===== config.mk =====
export PLATFORM = sky130hd
export DESIGN_NAME = hazard_sched_unit
export DESIGN_NICKNAME = d
export VERILOG_FILES = /design/src/rtl/pipe_ctrl_pkg.sv /design/src/rtl/fwd_select.sv /design/src/rtl/hazard_sched_unit.sv
export SDC_FILE = /design/constraint.sdc
export NUM_CORES = 1
export LEC_CHECK = 0
export BUFFER_PORTS_ARGS = -buffer_cell sky130_fd_sc_hd__buf_2
export CORE_AREA = 2 2 89 91
export CTS_BUF_LIST = sky130_fd_sc_hd__clkbuf_4 sky130_fd_sc_hd__clkbuf_8 sky130_fd_sc_hd__clkbuf_16
export CTS_CLUSTER_SIZE = 28
export DETAILED_ROUTE_END_ITERATION = 10
export DIE_AREA = 0 0 91 93
export GPL_ROUTABILITY_DRIVEN = 0
export MAX_ROUTING_LAYER = met4
export PLACE_DENSITY = 0.83
export SETUP_SLACK_MARGIN = 0.15
export SYNTH_ARGS = -nofsm -noshare
export SYNTH_HDL_FRONTEND = slang
export SYNTH_SLANG_ARGS = --single-unit

===== constraint.sdc =====
create_clock -name HAZARD_CLOCK -period 3.1 [get_ports HAZARD_CLOCK]
set_input_delay 0.155 -clock HAZARD_CLOCK [delete_from_list [all_inputs] [get_ports HAZARD_CLOCK]]
set_output_delay 0.155 -clock HAZARD_CLOCK [all_outputs]
set_load 0.02 [all_outputs]

===== src/rtl/pipe_ctrl_pkg.sv =====
`default_nettype none
// ============================================================================
// Module   : pipe_ctrl_pkg
// Purpose  : Shared state encoding and forwarding/PC-source constants for
//            the OTTER pipeline hazard logic.
// Revision : 1.0
// ============================================================================
package pipe_ctrl_pkg;

  typedef enum logic [1:0] {
    RUN   = 2'd0,
    STALL = 2'd1,
    FLUSH = 2'd2
  } hz_state_t;

  localparam logic [1:0] FWD_RF    = 2'b00;
  localparam logic [1:0] FWD_EXMS  = 2'b01;
  localparam logic [1:0] FWD_MSWB  = 2'b10;
  localparam logic [1:0] PCSRC_SEQ = 2'b00;

endpackage
`default_nettype wire


===== src/rtl/fwd_select.sv =====
`default_nettype none
// ============================================================================
// Module   : fwd_select
// Purpose  : ALU operand bypass select for one source register.
// Revision : 1.0
// ============================================================================
module fwd_select
  import pipe_ctrl_pkg::*;
(
  input  logic [4:0] rs_i,
  input  logic [4:0] ex_ms_rd_i,
  input  logic       ex_ms_regwrite_i,
  input  logic       ex_ms_memread_i,
  input  logic [4:0] ms_wb_rd_i,
  input  logic       ms_wb_regwrite_i,
  output logic [1:0] sel_o
);

  // A load in EX/MS has no data yet; the younger stage wins otherwise.
  always_comb begin
    sel_o = FWD_RF;
    if (ex_ms_regwrite_i && !ex_ms_memread_i && (ex_ms_rd_i != 5'd0) &&
        (ex_ms_rd_i == rs_i)) begin
      sel_o = FWD_EXMS;
    end else if (ms_wb_regwrite_i && (ms_wb_rd_i != 5'd0) &&
                 (ms_wb_rd_i == rs_i)) begin
      sel_o = FWD_MSWB;
    end
  end

endmodule
`default_nettype wire


===== src/rtl/hazard_sched_unit.sv =====
`default_nettype none
// ============================================================================
// Module   : hazard_sched_unit
// Purpose  : Load-use stall, redirect flush sequencing, operand forwarding
//            selects and saturating stall/flush counters.
// Revision : 1.0
// ============================================================================
module hazard_sched_unit
  import pipe_ctrl_pkg::*;
#(
  parameter int unsigned FLUSH_CYCLES      = 2,
  parameter int unsigned LOAD_STALL_CYCLES = 1,
  parameter int unsigned CNT_W             = 32
) (
  input  logic             HAZARD_CLOCK,
  input  logic             HAZARD_RESET,
  input  logic [4:0]       DEC_RS1,
  input  logic [4:0]       DEC_RS2,
  input  logic             DEC_RS1_USED,
  input  logic             DEC_RS2_USED,
  input  logic             ID_EX_VALID,
  input  logic [4:0]       ID_EX_RD,
  input  logic             ID_EX_REGWRITE,
  input  logic             ID_EX_MEMREAD2,
  input  logic [1:0]       PCSOURCE,
  input  logic [4:0]       EX_MS_RD,
  input  logic             EX_MS_REGWRITE,
  input  logic             EX_MS_MEMREAD2,
  input  logic [4:0]       MS_WB_RD,
  input  logic             MS_WB_REGWRITE,
  output logic             STALL_FETCH,
  output logic             STALL_DECODE,
  output logic             FLUSH_DECODE,
  output logic             FLUSH_EXECUTE,
  output logic [1:0]       FWD_A_SEL,
  output logic [1:0]       FWD_B_SEL,
  output logic [CNT_W-1:0] STALL_COUNT,
  output logic [CNT_W-1:0] FLUSH_COUNT
);

  localparam logic [2:0]       C_FLUSH_RELOAD = 3'(FLUSH_CYCLES - 1);
  localparam logic [2:0]       C_STALL_RELOAD = 3'(LOAD_STALL_CYCLES - 1);
  localparam logic [CNT_W-1:0] C_CNT_MAX      = {CNT_W{1'b1}};

  hz_state_t        state_q, state_d;
  logic [2:0]       cnt_q, cnt_d;
  logic [CNT_W-1:0] stall_cnt_q, stall_cnt_d;
  logic [CNT_W-1:0] flush_cnt_q, flush_cnt_d;

  logic w_redir, w_lu, w_stall, w_flush_dec, w_flush_ex, w_stall_inc, w_flush_inc;
  logic [1:0] w_fwd_a, w_fwd_b;

  assign w_redir = (state_q != FLUSH) && ID_EX_VALID && (PCSOURCE != PCSRC_SEQ);
  assign w_lu    = ID_EX_VALID && ID_EX_MEMREAD2 && ID_EX_REGWRITE && (ID_EX_RD != 5'd0) &&
                   ((DEC_RS1_USED && (DEC_RS1 == ID_EX_RD)) ||
                    (DEC_RS2_USED && (DEC_RS2 == ID_EX_RD)));

  always_comb begin
    state_d     = state_q;
    cnt_d       = cnt_q;
    w_stall     = 1'b0;
    w_flush_dec = 1'b0;
    w_flush_ex  = 1'b0;
    w_stall_inc = 1'b0;
    w_flush_inc = 1'b0;
    if (w_redir) begin
      // A redirect also preempts any stall still in progress.
      w_flush_dec = 1'b1;
      w_flush_ex  = 1'b1;
      w_flush_inc = 1'b1;
      if (FLUSH_CYCLES > 1) begin
        state_d = FLUSH;
        cnt_d   = C_FLUSH_RELOAD;
      end else begin
        state_d = RUN;
        cnt_d   = 3'd0;
      end
    end else begin
      unique case (state_q)
        STALL: begin
          w_stall     = 1'b1;
          w_flush_ex  = 1'b1;
          w_stall_inc = 1'b1;
          cnt_d       = cnt_q - 3'd1;
          if (cnt_q == 3'd1) state_d = RUN;
        end
        FLUSH: begin
          w_flush_dec = 1'b1;
          cnt_d       = cnt_q - 3'd1;
          if (cnt_q == 3'd1) state_d = RUN;
        end
        default: begin
          if (w_lu) begin
            w_stall     = 1'b1;
            w_flush_ex  = 1'b1;
            w_stall_inc = 1'b1;
            if (LOAD_STALL_CYCLES > 1) begin
              state_d = STALL;
              cnt_d   = C_STALL_RELOAD;
            end
          end
        end
      endcase
    end
  end

  always_comb begin
    stall_cnt_d = stall_cnt_q;
    flush_cnt_d = flush_cnt_q;
    if (w_stall_inc && (stall_cnt_q != C_CNT_MAX)) stall_cnt_d = stall_cnt_q + 1'b1;
    if (w_flush_inc && (flush_cnt_q != C_CNT_MAX)) flush_cnt_d = flush_cnt_q + 1'b1;
  end

  always_ff @(posedge HAZARD_CLOCK or posedge HAZARD_RESET) begin
    if (HAZARD_RESET) begin
      state_q     <= RUN;
      cnt_q       <= 3'd0;
      stall_cnt_q <= '0;
      flush_cnt_q <= '0;
    end else begin
      state_q     <= state_d;
      cnt_q       <= cnt_d;
      stall_cnt_q <= stall_cnt_d;
      flush_cnt_q <= flush_cnt_d;
    end
  end

  fwd_select u_fwd_a (
    .rs_i             (DEC_RS1),
    .ex_ms_rd_i       (EX_MS_RD),
    .ex_ms_regwrite_i (EX_MS_REGWRITE),
    .ex_ms_memread_i  (EX_MS_MEMREAD2),
    .ms_wb_rd_i       (MS_WB_RD),
    .ms_wb_regwrite_i (MS_WB_REGWRITE),
    .sel_o            (w_fwd_a)
  );

  fwd_select u_fwd_b (
    .rs_i             (DEC_RS2),
    .ex_ms_rd_i       (EX_MS_RD),
    .ex_ms_regwrite_i (EX_MS_REGWRITE),
    .ex_ms_memread_i  (EX_MS_MEMREAD2),
    .ms_wb_rd_i       (MS_WB_RD),
    .ms_wb_regwrite_i (MS_WB_REGWRITE),
    .sel_o            (w_fwd_b)
  );

  // Reset forces a squash of both stages regardless of the clock.
  assign STALL_FETCH   = !HAZARD_RESET && w_stall;
  assign STALL_DECODE  = !HAZARD_RESET && w_stall;
  assign FLUSH_DECODE  = HAZARD_RESET || w_flush_dec;
  assign FLUSH_EXECUTE = HAZARD_RESET || w_flush_ex;
  assign FWD_A_SEL     = HAZARD_RESET ? FWD_RF : w_fwd_a;
  assign FWD_B_SEL     = HAZARD_RESET ? FWD_RF : w_fwd_b;
  assign STALL_COUNT   = stall_cnt_q;
  assign FLUSH_COUNT   = flush_cnt_q;

endmodule
`default_nettype wire


After elaboration in Yosys (flattened, before gate mapping). Index checks and enable logic that the tools add are counted.

Add/subtract/negate cells: 3. Equal/unequal tests: 12. Multiplexer cells: 18. Reductions and logical operators: 31.

Operators with widths (number): adder 32 x 1 -> 32 bit (second input constant) (2); inequality test 32 bit (second input constant) (2); equality test 5 bit (6); logical AND 1 bit (18); 2-to-1 mux 2 bit (9); nonzero test 5 bit (3); 2-to-1 mux 1 bit (6); 2-to-1 mux 3 bit (2); nonzero test 2 bit (3); equality test 3 x 1 -> 1 bit (second input constant) (1); logical OR 1 bit (3); subtractor 3 x 1 -> 3 bit (second input constant) (1); equality test 2 x 1 -> 1 bit (second input constant) (1); equality test 2 bit (second input constant) (1); logical NOT 1 bit (2); inequality test 2 bit (second input constant) (1); case mux 1 bit (2 select lines) (1); AND reduction 2 bit (1); OR reduction 2 bit (1).

Register bits: 69. Input bits: 37. Output and inout port bits: 72. Word-level logic and storage cells: 68.

Depth between registers and ports, before layout. Gate-level depths: netlist of the first run.

Depth in word-level cells: 8. Mapped depth: 7. Depth with buffers taken out: 7.

By module. From an unflattened synthesis of the first run, not the netlist that was laid out.

Cell total of the unflattened synthesis: 374. Area total of the unflattened synthesis: 3734.8 um^2.

By module, submodules not included: hazard_sched_unit (instances 1, cells an instance 332, area an instance 3412.0 um^2, sequential area each 1701.6 um^2); fwd_select (instances 2, cells an instance 21, area an instance 161.4 um^2, sequential area each 0.0 um^2).

Least setup slack after synthesis of the first run. Ideal clock, no wire load.

Kind: input to output. From: input HAZARD_RESET. To: output FWD_B_SEL[1]. Arrival time: 2.843 ns. Required time: 2.945 ns. Setup slack: 0.102 ns. Stages: 4. Buffers on the path: 0. Cells stage by stage: inv_1 -> o311a_1 -> nand4_1 -> nor4b_1.

Word-level cells in the longest chain between the ends: 1.

RTL lines: from (decl) (RTL line hazard_sched_unit.sv:16) `input logic HAZARD_RESET,`; 2-to-1 mux 2 bit (RTL line hazard_sched_unit.sv:154) `assign FWD_B_SEL = HAZARD_RESET ? FWD_RF : w_fwd_b;`; to (decl) (RTL line hazard_sched_unit.sv:36) `output logic [1:0] FWD_B_SEL,`.

Every way passes these cells.

Final worst setup path of the first run.
From: register flush_cnt_q[8] (netlist: FLUSH_COUNT[8]). To: register flush_cnt_q[29] (netlist: FLUSH_COUNT[29]).

Word-level cells in the longest chain between the ends: 2. Elaborated cells between the ends (all ways): 3. Classes of those cells: add/sub: 1; eq/ne: 1; reduce/logical: 1.

RTL lines: from (decl) (RTL line hazard_sched_unit.sv:48) `logic [CNT_W-1:0] flush_cnt_q, flush_cnt_d;`; from (signal assigned) (RTL line hazard_sched_unit.sv:124) `flush_cnt_q <= flush_cnt_d;`; branches (longest 2 deep; another with adder 32 x 1 -> 32 bit).

Parallel ways; which one is timed is not known. A chain may end at the register's enable or synchronous reset.

==> flow_summary.toml, run 1 <==
[run_status]
outcome = "finished clean"

[synth]
syn_nets = 413
synth_seq_cells = 68
synth_cell_types = 36
ys_seq_area_share_pct = 46.5
synth_area_leader_cell = "dfrtp_1"
yosysTopAreaCellShare_pct = 46.5
yosys_warnings = 0
syn_area_um2 = 3660
syn_area_per_cell_um2 = 9.83
yosys-top-cells-area = "dfrtp_1 47%, xnor2_1 12%, xor2_1 10%"
synth_cells = 372

[final_layout]
design_area_um2 = 4540
num-fill-cells = 669
instances_no_fill = 594
drive_above_1_share_pct = 27.6
antenna_cells = 0
mostFrequentLayoutCells = "108 x buf_2, 68 x dfrtp_1, 52 x xnor2_1"
area_growth_pct = 24.3
mostFrequentLayoutCell = "buf_2"
nets = 528

[critical_path]
worstSetupPathType = "flop to flop"
critPathArrivalTime_ps = 2570
crit_path_start_kind = "flop"
required_ps = 3340
critical_path.endpoint_type = "flop"
crit_fanout = 6

[timing]
fin_skew_ps = 18.4
slew_headroom_pct = 42.8
worstMarginPinSlew_ps = 857
setup_viol = 0
finalSetupTns_ps = 0
timing.final.hold_violations = 0
fmax_mhz = 429
drv_slew = 0
rsz0062_at_grt = "no"
hold_ws_ps = 185
period_share_pct = 75.2
min_period_ps = 2330

[cts]
cts_made_buffers = 9
clock_path_buffers = 2
cts_tree = "done"
htreeDepth = 3
postCtsSetupBuffers = 0
cts_resized = 0
clk_pin_slew_ps = 80
cts_hold_buffers = 0
clock_latency_ps = 350
clockRootBuffer = "clkbuf_8"
cts.sinks = 68

[global_route]
grtUsageTotal_pct = 22.4
first_global_vias = 3150
grt_max_degree = 69
grt_antenna_before_repair = 0
grt_pass1_wl_um = 14800
gr-total-overflow = 0

[pwr]
p_leak_nw = 2.27
switching_power_mw = 0.650
ir_drop_mv = 0.238
p_comb_share_pct = 17.1
swShare_pct = 29.4
power_frac_clock_pct = 36.8
pwr_density_cell_nw_per_um2 = 487
seq_power_share_pct = 46.1
intPower_mw = 1.56

[flow_run]
maxCapViolations = 0

[die]
dieWidth_um = 91
core_area_um2 = 7530
dieArea_um2 = 8460
rows = 32
die_y_um = 93
io_pins = 109
start_util_pct = 48.6

[drt]
drt.antenna.violating_nets = 0
drc = 0
num_vias = 3181
dr.pass1.iters = 4
drt-initial-drc-count = 172
drt-total-wl_um = 8930
vias_per_cell = 5.36
post_drt_wl_per_cell_um = 15.0

[placed_design]
hpwl_um = 6720
dp.cells = 578
placement.io_buffers = 108
dpl_cell_area_um2 = 4320

[worst_hold_path]
hp-class = "primary input to asynchronous set/reset pin"
==> registers in the layout, summed over array words and instances, names as in the netlist <==
register     flops
FLUSH_COUNT     32
STALL_COUNT     32
cnt_q            3
state_q          1
==> per-stage QoR <==
step,utilization [%],setup WS [ps],total power [mW]
floorplan,-,794,1.27
global placement,57.4,853,1.39
detailed placement,57.4,782,1.42
CTS,60.4,755,2.24
global route,60.4,548,2.33
finish,60.4,770,2.21
==> synthesized netlist by cell type <==
cell type and number:
a211oi_1 1, a21oi_1 1, a21oi_2 1, a31oi_1 1, and2_1 2, and3_1 6, and4_1 4, buf_4 1
clkbuf_1 6, dfrtp_1 68, ha_1 4, inv_1 10, mux2_2 2, nand2_1 34, nand2b_1 1, nand3_1 22
nand4_1 30, nand4_2 1, nand4b_1 1, nor2_1 36, nor2b_1 2, nor3_1 19, nor3b_1 1, nor4_1 9
nor4b_1 3, o21a_1 1, o21ai_0 1, o21ai_2 1, o22ai_1 1, o311a_1 1, or2_2 1, or3_1 3
or4_1 1, or4_4 2, xnor2_1 52, xor2_1 42
==> power groups by stage <==
stage | clock, mW | sequential (mW) | combinational, mW
3_3_place_gp | 0 | 1.03 | 0.365
2_1_floorplan | 0 | 1.05 | 0.219
3_5_place_dp | 0 | 1.04 | 0.384
4_1_cts | 0.835 | 1.02 | 0.386
6_report | 0.813 | 1.02 | 0.378
5_1_grt | 0.871 | 1.03 | 0.423
==> path summary, 6_finish.rpt <==
path	cells past startpoint	slack [ps]	end	start
setup / recovery	6	770	FLUSH_COUNT[29]$_DFFE_PP0P_	FLUSH_COUNT[8]$_DFFE_PP0P_
hold / removal	3	190	STALL_COUNT[28]$_DFFE_PP0P_	HAZARD_RESET
hold reg to reg	1	490	STALL_COUNT[31]$_DFFE_PP0P_	STALL_COUNT[31]$_DFFE_PP0P_
setup reg to reg	6	770	FLUSH_COUNT[29]$_DFFE_PP0P_	FLUSH_COUNT[8]$_DFFE_PP0P_
max in group asynchronous	3	2350	STALL_COUNT[0]$_DFFE_PP0P_	HAZARD_RESET
min in group HAZARD_CLOCK	3	190	cnt_q[0]$_DFFE_PP0P_	PCSOURCE[0]
==> layer usage <==
| layer | routed length, um | vias up | track usage, % |
|---|---|---|---|
| met5 | 0 | - | - |
| met4 | 227 | 0 | 9.47 |
| met3 | 513 | 20 | 4.83 |
| met2 | 4240 | 108 | 35.5 |
| met1 | 3950 | 1528 | 28.3 |
| li1 | - | 1525 | - |
==> critical path, cell delays in order (launching register included) <==
cell and delay (ps):
dfrtp_1 450, nand4_2 200, or4_4 570, or4_4 500
a21oi_2 230, nand3_1 140, xnor2_1 150
==> layout make-up <==
| type | instances | area (um2) | area share [%] |
|---|---|---|---|
| timing repair buffer | 111 | 563 | 12.4 |
| sequential | 68 | 1700 | 37.5 |
| clock buffer | 9 | 124 | 2.73 |
| multi-input combinational | 287 | 1890 | 41.5 |
| tap | 102 | 128 | 2.81 |
| clock inverter | 7 | 98.8 | 2.18 |
| inverter | 10 | 41.3 | 0.909 |
==> cell families (layout without fill, tap and decap cells) <==
kind of cell	Yosys count	in the layout	share of synthesized area [%]
xor gates and xnor gates	94	94	22.5
and+or+nand+nor	178	178	25.3
DFF	68	68	46.5
buffers and inverters	17	137	1.85
muxes	2	2	0.616
AOI/OAI and AO/OA	9	9	1.78
adders and majority gates	4	4	1.37
(Power assumes the default switching activity.)
==> run 2, diff against run 1 <==
--- a/config.mk
+++ b/config.mk
@@ -6,14 +6,14 @@
 export NUM_CORES = 1
 export LEC_CHECK = 0
 export BUFFER_PORTS_ARGS = -buffer_cell sky130_fd_sc_hd__buf_2
-export CORE_AREA = 2 2 89 91
+export CORE_AREA = 2 2 92 94
 export CTS_BUF_LIST = sky130_fd_sc_hd__clkbuf_4 sky130_fd_sc_hd__clkbuf_8 sky130_fd_sc_hd__clkbuf_16
 export CTS_CLUSTER_SIZE = 28
 export DETAILED_ROUTE_END_ITERATION = 10
-export DIE_AREA = 0 0 91 93
+export DIE_AREA = 0 0 94 96
 export GPL_ROUTABILITY_DRIVEN = 0
 export MAX_ROUTING_LAYER = met4
-export PLACE_DENSITY = 0.83
+export PLACE_DENSITY = 0.82
 export SETUP_SLACK_MARGIN = 0.15
 export SYNTH_ARGS = -nofsm -noshare
 export SYNTH_HDL_FRONTEND = slang
==> constraint.sdc (replaced) <==
create_clock -name HAZARD_CLOCK -period 1.9 [get_ports HAZARD_CLOCK]
set_input_delay 0.095 -clock HAZARD_CLOCK [delete_from_list [all_inputs] [get_ports HAZARD_CLOCK]]
set_output_delay 0.095 -clock HAZARD_CLOCK [all_outputs]
set_load 0.02 [all_outputs]
==> flow_summary.toml, run 2 (synthesized netlist as in run 1, its figures left out) <==
[drt]
dr.pass1.iters = 6
drt-total-wl_um = 12800
post_drt_wl_per_cell_um = 18.7
vias_per_cell = 5.55
num_vias = 3807
drt-initial-drc-count = 284
drt.antenna.violating_nets = 0
drc = 0

[critical_path]
cpPeakStageDelay_ps = 470
crit_path_frequent_cell = "nand4_1"
crit_fanout = 6
worstSetupPathType = "flop to flop"
critPathArrivalTime_ps = 2270
crit_buf_inv = 2
regToRegSetupSlack_ps = -120
critical_path.endpoint_type = "flop"
crit_family = "simple AND/OR/NAND/NOR gates"
reg2reg_to = "STALL_COUNT[1]$_DFFE_PP0P_"
r2r_cells = 7
worstPathCellList = "nand4_1, nor2_1, nand4_1, nand4_1, buf_4, clkbuf_16, mux2_4"
crit_path_start_kind = "flop"
r2r-start = "STALL_COUNT[9]$_DFFE_PP0P_"
required_ps = 2140
critPathSlowestCell = "dfrtp_1"
critical_path_depth = 7

[final_layout]
num-fill-cells = 529
mostFrequentLayoutCell = "buf_2"
area_growth_pct = 60.6
drive_above_1_share_pct = 52.8
mostFrequentLayoutCells = "107 x buf_2, 75 x buf_4, 51 x xnor2_1"
nets = 617
multiInputGateArea_um2 = 2430
regArea_um2 = 1740
antenna_cells = 0
final_core_util_pct = 72.9
instances_no_fill = 686
design_area_um2 = 5870

[placed_design]
placement.io_buffers = 108
dpl_cell_area_um2 = 4910
hpwl_um = 7480
dp.cells = 628

[worst_hold_path]
holdPathEnd = "cnt_q[1]$_DFFE_PP0P_"
min_path_cells = 3
hp-class = "primary input to flop"
holdCritStartpoint = "PCSOURCE[0]"

[pwr]
seq_power_share_pct = 45.1
p_comb_share_pct = 23.1
intPower_mw = 2.54
ir_drop_mv = 0.734
swShare_pct = 31.2
power_frac_clock_pct = 31.8
pwr_density_cell_nw_per_um2 = 628
switching_power_mw = 1.15
p_leak_nw = 3.02

[timing]
finalSetupTns_ps = -1100
period_share_pct = 106
setup_viol = 28
drv_slew = 0
worstMarginPinSlew_ps = 522
fin_ws_ps = -123
fin_skew_ps = 9.80
fmax_mhz = 494
hold_ws_ps = 173
rsz0062_at_grt = "yes"
min_period_ps = 2020
timing.final.hold_violations = 0
slew_headroom_pct = 65.1

[die]
io_pins = 109
die_y_um = 96
start_util_pct = 45.4
dieWidth_um = 94
rows = 33
core_area_um2 = 8050
dieArea_um2 = 9020

[cts]
htreeDepth = 3
clockRootBuffer = "clkbuf_8"
cts.sinks = 68
clock_latency_ps = 360
clock_path_buffers = 2
clk_pin_slew_ps = 70
cts_made_buffers = 9
cts_tree = "done"

[global_route]
grt_pass1_wl_um = 18400
first_global_vias = 3747
gr-total-overflow = 0
grtUsageTotal_pct = 27.8
grt_max_degree = 41
grt_antenna_before_repair = 0

[run_status]
violations = "negative setup slack"
outcome = "finished with violations"

[flow_run]
maxCapViolations = 0
==> run 2: cell types whose count changed in the layout (fill, tap and decap cells not counted), moves of 8 or more <==
| cell | before | now |
|---|---|---|
| buf_4 | 3 | 75 |
| buf_6 | 0 | 10 |
| dfrtp_1 | 68 | 41 |
| dfrtp_2 | 0 | 27 |
| nor2_1 | 36 | 23 |
| nor2_4 | 0 | 11 |
| nor3_1 | 19 | 7 |
| nor3_4 | 0 | 10 |
| nor4_1 | 9 | 1 |
==> run 2: repair_timing <==
action,4_1_cts,5_1_grt
buffers inserted,18,16
resized for setup,49,36
pin swaps,35,26
cloned,5,0
endpoints found under the hold margin,38,5
setup endpoints to repair,42,64
==> run 2: power by group through the flow <==
stage	Sequential, mW	Clock [mW]	Combinational [mW]
global route	1.67	1.26	0.926
global placement	1.67	0	0.680
CTS	1.66	1.17	0.792
floorplan	1.73	0	0.377
detailed placement	1.68	0	0.712
finish	1.66	1.17	0.853
==> run 2: stage by stage <==
stage | total power [mW] | worst slack, ps
3_5_place_dp | 2.40 | -157
3_3_place_gp | 2.35 | -131
2_1_floorplan | 2.11 | -255
4_1_cts | 3.62 | -105
5_1_grt | 3.86 | -209
6_report | 3.69 | -123
==> run 2: area by class of cell <==
class	count	area share [%]
Multi-Input combinational cell	288	41.4
Sequential cell	68	29.6
Timing Repair Buffer	199	22.8
Clock buffer	13	2.94
Tap cell	105	2.24
Inverter	10	0.703
Clock inverter	3	0.341
==> run 2: worst max path at each step <==
stage          slack (ps)                   startpoint                     endpoint
2_1_floorplan        -250  FLUSH_COUNT[14]$_DFFE_PP0P_  FLUSH_COUNT[25]$_DFFE_PP0P_
3_3_place_gp         -130  FLUSH_COUNT[14]$_DFFE_PP0P_  FLUSH_COUNT[25]$_DFFE_PP0P_
3_5_place_dp         -160  FLUSH_COUNT[14]$_DFFE_PP0P_  FLUSH_COUNT[25]$_DFFE_PP0P_
4_1_cts              -110  FLUSH_COUNT[15]$_DFFE_PP0P_  FLUSH_COUNT[25]$_DFFE_PP0P_
5_1_grt              -210  FLUSH_COUNT[13]$_DFFE_PP0P_  FLUSH_COUNT[31]$_DFFE_PP0P_
6_report             -120   STALL_COUNT[9]$_DFFE_PP0P_   STALL_COUNT[1]$_DFFE_PP0P_
==> run 2: routing by layer <==
layer  GRT usage (%)  share of wire, %  wire length, um  vias up
met2            48.2                52             6670      199
met5               -                 0                0        -
met3            7.91               7.0              895       70
met4            10.5               4.4              567        0
li1                -                 -                -     1704
met1            30.5                37             4700     1834
==> run 2: worst register-to-register path, stage by stage (launching register included) <==
cell       delay [ps]
dfrtp_1           470
nand4_1           220
nor2_1            250
nand4_1           170
nand4_1           190
buf_4             160
clkbuf_16         160
mux2_4            300
==> run 3, diff against run 2 <==
--- a/config.mk
+++ b/config.mk
@@ -6,14 +6,14 @@
 export NUM_CORES = 1
 export LEC_CHECK = 0
 export BUFFER_PORTS_ARGS = -buffer_cell sky130_fd_sc_hd__buf_2
-export CORE_AREA = 2 2 92 94
+export CORE_AREA = 2 2 89 91
 export CTS_BUF_LIST = sky130_fd_sc_hd__clkbuf_4 sky130_fd_sc_hd__clkbuf_8 sky130_fd_sc_hd__clkbuf_16
 export CTS_CLUSTER_SIZE = 28
 export DETAILED_ROUTE_END_ITERATION = 10
-export DIE_AREA = 0 0 94 96
+export DIE_AREA = 0 0 91 93
 export GPL_ROUTABILITY_DRIVEN = 0
 export MAX_ROUTING_LAYER = met4
-export PLACE_DENSITY = 0.82
+export PLACE_DENSITY = 0.81
 export SETUP_SLACK_MARGIN = 0.15
 export SYNTH_ARGS = -nofsm -noshare
 export SYNTH_HDL_FRONTEND = slang
==> constraint.sdc (replaced) <==
create_clock -name HAZARD_CLOCK -period 2.4 [get_ports HAZARD_CLOCK]
set_input_delay 0.12 -clock HAZARD_CLOCK [delete_from_list [all_inputs] [get_ports HAZARD_CLOCK]]
set_output_delay 0.12 -clock HAZARD_CLOCK [all_outputs]
set_load 0.02 [all_outputs]
==> flow_summary.toml, run 3 (synthesized netlist as in run 1, its figures left out) <==
[drt]
top_layer = "met4"
drt-met1-wl_um = 3980
dr.pass1.iters = 4
drt-total-wl_um = 9060
post_drt_wl_per_cell_um = 15.0
drc = 0
num_vias = 3217
vias_per_cell = 5.33
wl_met3_um = 464
drt.antenna.violating_nets = 0
drt-initial-drc-count = 160
wl_met2_um = 4370

[final_layout]
antenna_cells = 0
area_growth_pct = 28.1
drive_above_1_share_pct = 30.1
mostFrequentLayoutCells = "108 x buf_2, 63 x dfrtp_1, 52 x xnor2_1"
mostFrequentLayoutCell = "buf_2"
nets = 537

[cts]
clock_latency_ps = 350
clock_path_buffers = 2
cts_tree = "done"
cts.sinks = 68
htreeDepth = 3
clk_pin_slew_ps = 80
cts_made_buffers = 9
clockRootBuffer = "clkbuf_8"

[timing]
timing.final.hold_violations = 0
min_period_ps = 2150
fin_skew_ps = 15.5
setup_viol = 0
worstMarginPinSlew_ps = 597
finalSetupTns_ps = 0
period_share_pct = 89.7
fin_ws_ps = 247
slew_headroom_pct = 60.2
rsz0062_at_grt = "no"
drv_slew = 0
fmax_mhz = 464

[pwr]
ir_drop_mv = 0.533
p_leak_nw = 2.33
pwr_density_cell_nw_per_um2 = 640

[die]
dieWidth_um = 91
core_area_um2 = 7530
dieArea_um2 = 8460
die_y_um = 93
rows = 32
start_util_pct = 48.6
io_pins = 109

[placed_design]
dp_slack_ps = 145
placement.io_buffers = 108
hpwl_um = 6720

[flow_run]
maxCapViolations = 0

[worst_hold_path]
holdCritStartpoint = "PCSOURCE[0]"
hp-class = "primary input to flop"
min_path_cells = 3
holdPathEnd = "state_q[1]$_DFFE_PP0P_"

[critical_path]
reg2reg_to = "FLUSH_COUNT[25]$_DFFE_PP0P_"
r2r_cells = 6
worstSetupPathType = "flop to flop"
required_ps = 2640
regToRegSetupSlack_ps = 250
r2r-start = "FLUSH_COUNT[13]$_DFFE_PP0P_"
crit_fanout = 6
critPathArrivalTime_ps = 2400
critical_path.endpoint_type = "flop"
crit_path_start_kind = "flop"

[global_route]
grt_max_degree = 48
grtUsageTotal_pct = 21.7
gr-total-overflow = 0
grt_antenna_before_repair = 0
grt_pass1_wl_um = 14200
first_global_vias = 3021

[run_status]
outcome = "finished clean"
## run 3: cell types whose count changed in the layout (fill, tap and decap cells not counted), sizes merged
| cell | change |
|---|---|
| bufinv | +3 |
| buf | -77 |
| dlygate4sd3 | -1 |
| clkbuf | -3 |
| clkinv | -1 |
| clkinvlp | -1 |
| nand3 | -1 |
| inv | +1 |
## run 3: final cells by class
type	count	area, um2
tap	102	128
fill	655	2850
clock inverter	5	106
clock buffer	11	151
inverter	10	41.3
multi-input combinational	287	1910
timing repair buffer	120	633
sequential	68	1710
## run 3: worst max-delay path by stage
stage	start	to	slack, ps	cells after the start
3_3_place_gp	FLUSH_COUNT[8]$_DFFE_PP0P_	FLUSH_COUNT[25]$_DFFE_PP0P_	190	6
3_5_place_dp	FLUSH_COUNT[8]$_DFFE_PP0P_	FLUSH_COUNT[25]$_DFFE_PP0P_	150	6
5_1_grt	FLUSH_COUNT[13]$_DFFE_PP0P_	FLUSH_COUNT[31]$_DFFE_PP0P_	150	6
6_report	FLUSH_COUNT[13]$_DFFE_PP0P_	FLUSH_COUNT[25]$_DFFE_PP0P_	250	6
2_1_floorplan	FLUSH_COUNT[11]$_DFFE_PP0P_	FLUSH_COUNT[25]$_DFFE_PP0P_	160	6
4_1_cts	FLUSH_COUNT[8]$_DFFE_PP0P_	FLUSH_COUNT[25]$_DFFE_PP0P_	180	6
## run 3: per-layer routing
layer	GRT usage, %	vias to the layer above
met2	35.0	98
met3	5.00	23
met5	-	-
li1	-	1538
met4	9.85	0
met1	26.3	1558
## run 3: critical path, stage by stage (launching register included)
cell and delay (ps):
dfrtp_2 420, nand4_1 140, or4_4 520, or4_4 520, a21oi_4 190, nand4_1 140
xnor2_1 140
## run 3: metrics by stage
| step | instances | cell area, um2 | hold WS [ps] | total power [mW] | utilization [%] |
|---|---|---|---|---|---|
| 2_1_floorplan | 372 | 3670 | 285 | 1.64 | - |
| 3_3_place_gp | 581 | 4350 | 279 | 1.80 | 57.8 |
| 3_5_place_dp | 581 | 4350 | 287 | 1.82 | 57.8 |
| 4_1_cts | 598 | 4620 | 122 | 3.01 | 61.4 |
| 5_1_grt | 603 | 4680 | 137 | 3.13 | 62.2 |
| 6_report | 603 | 4680 | 123 | 3.00 | 62.2 |
## run 3: what timing repair did
action,CTS,global route
hold buffers,1,0
endpoints found under the hold margin,21,0
buffers inserted,0,5
setup endpoints to repair,2,13
pin swaps,0,2
gates resized for setup,1,3
## run 3: power by group
part	switching (mW)	leakage [nW]	total [mW]	internal [mW]
clock	0.450	0.126	1.20	0.751
combinational	0.278	1.29	0.483	0.205
sequential	0.0879	0.910	1.31	1.22
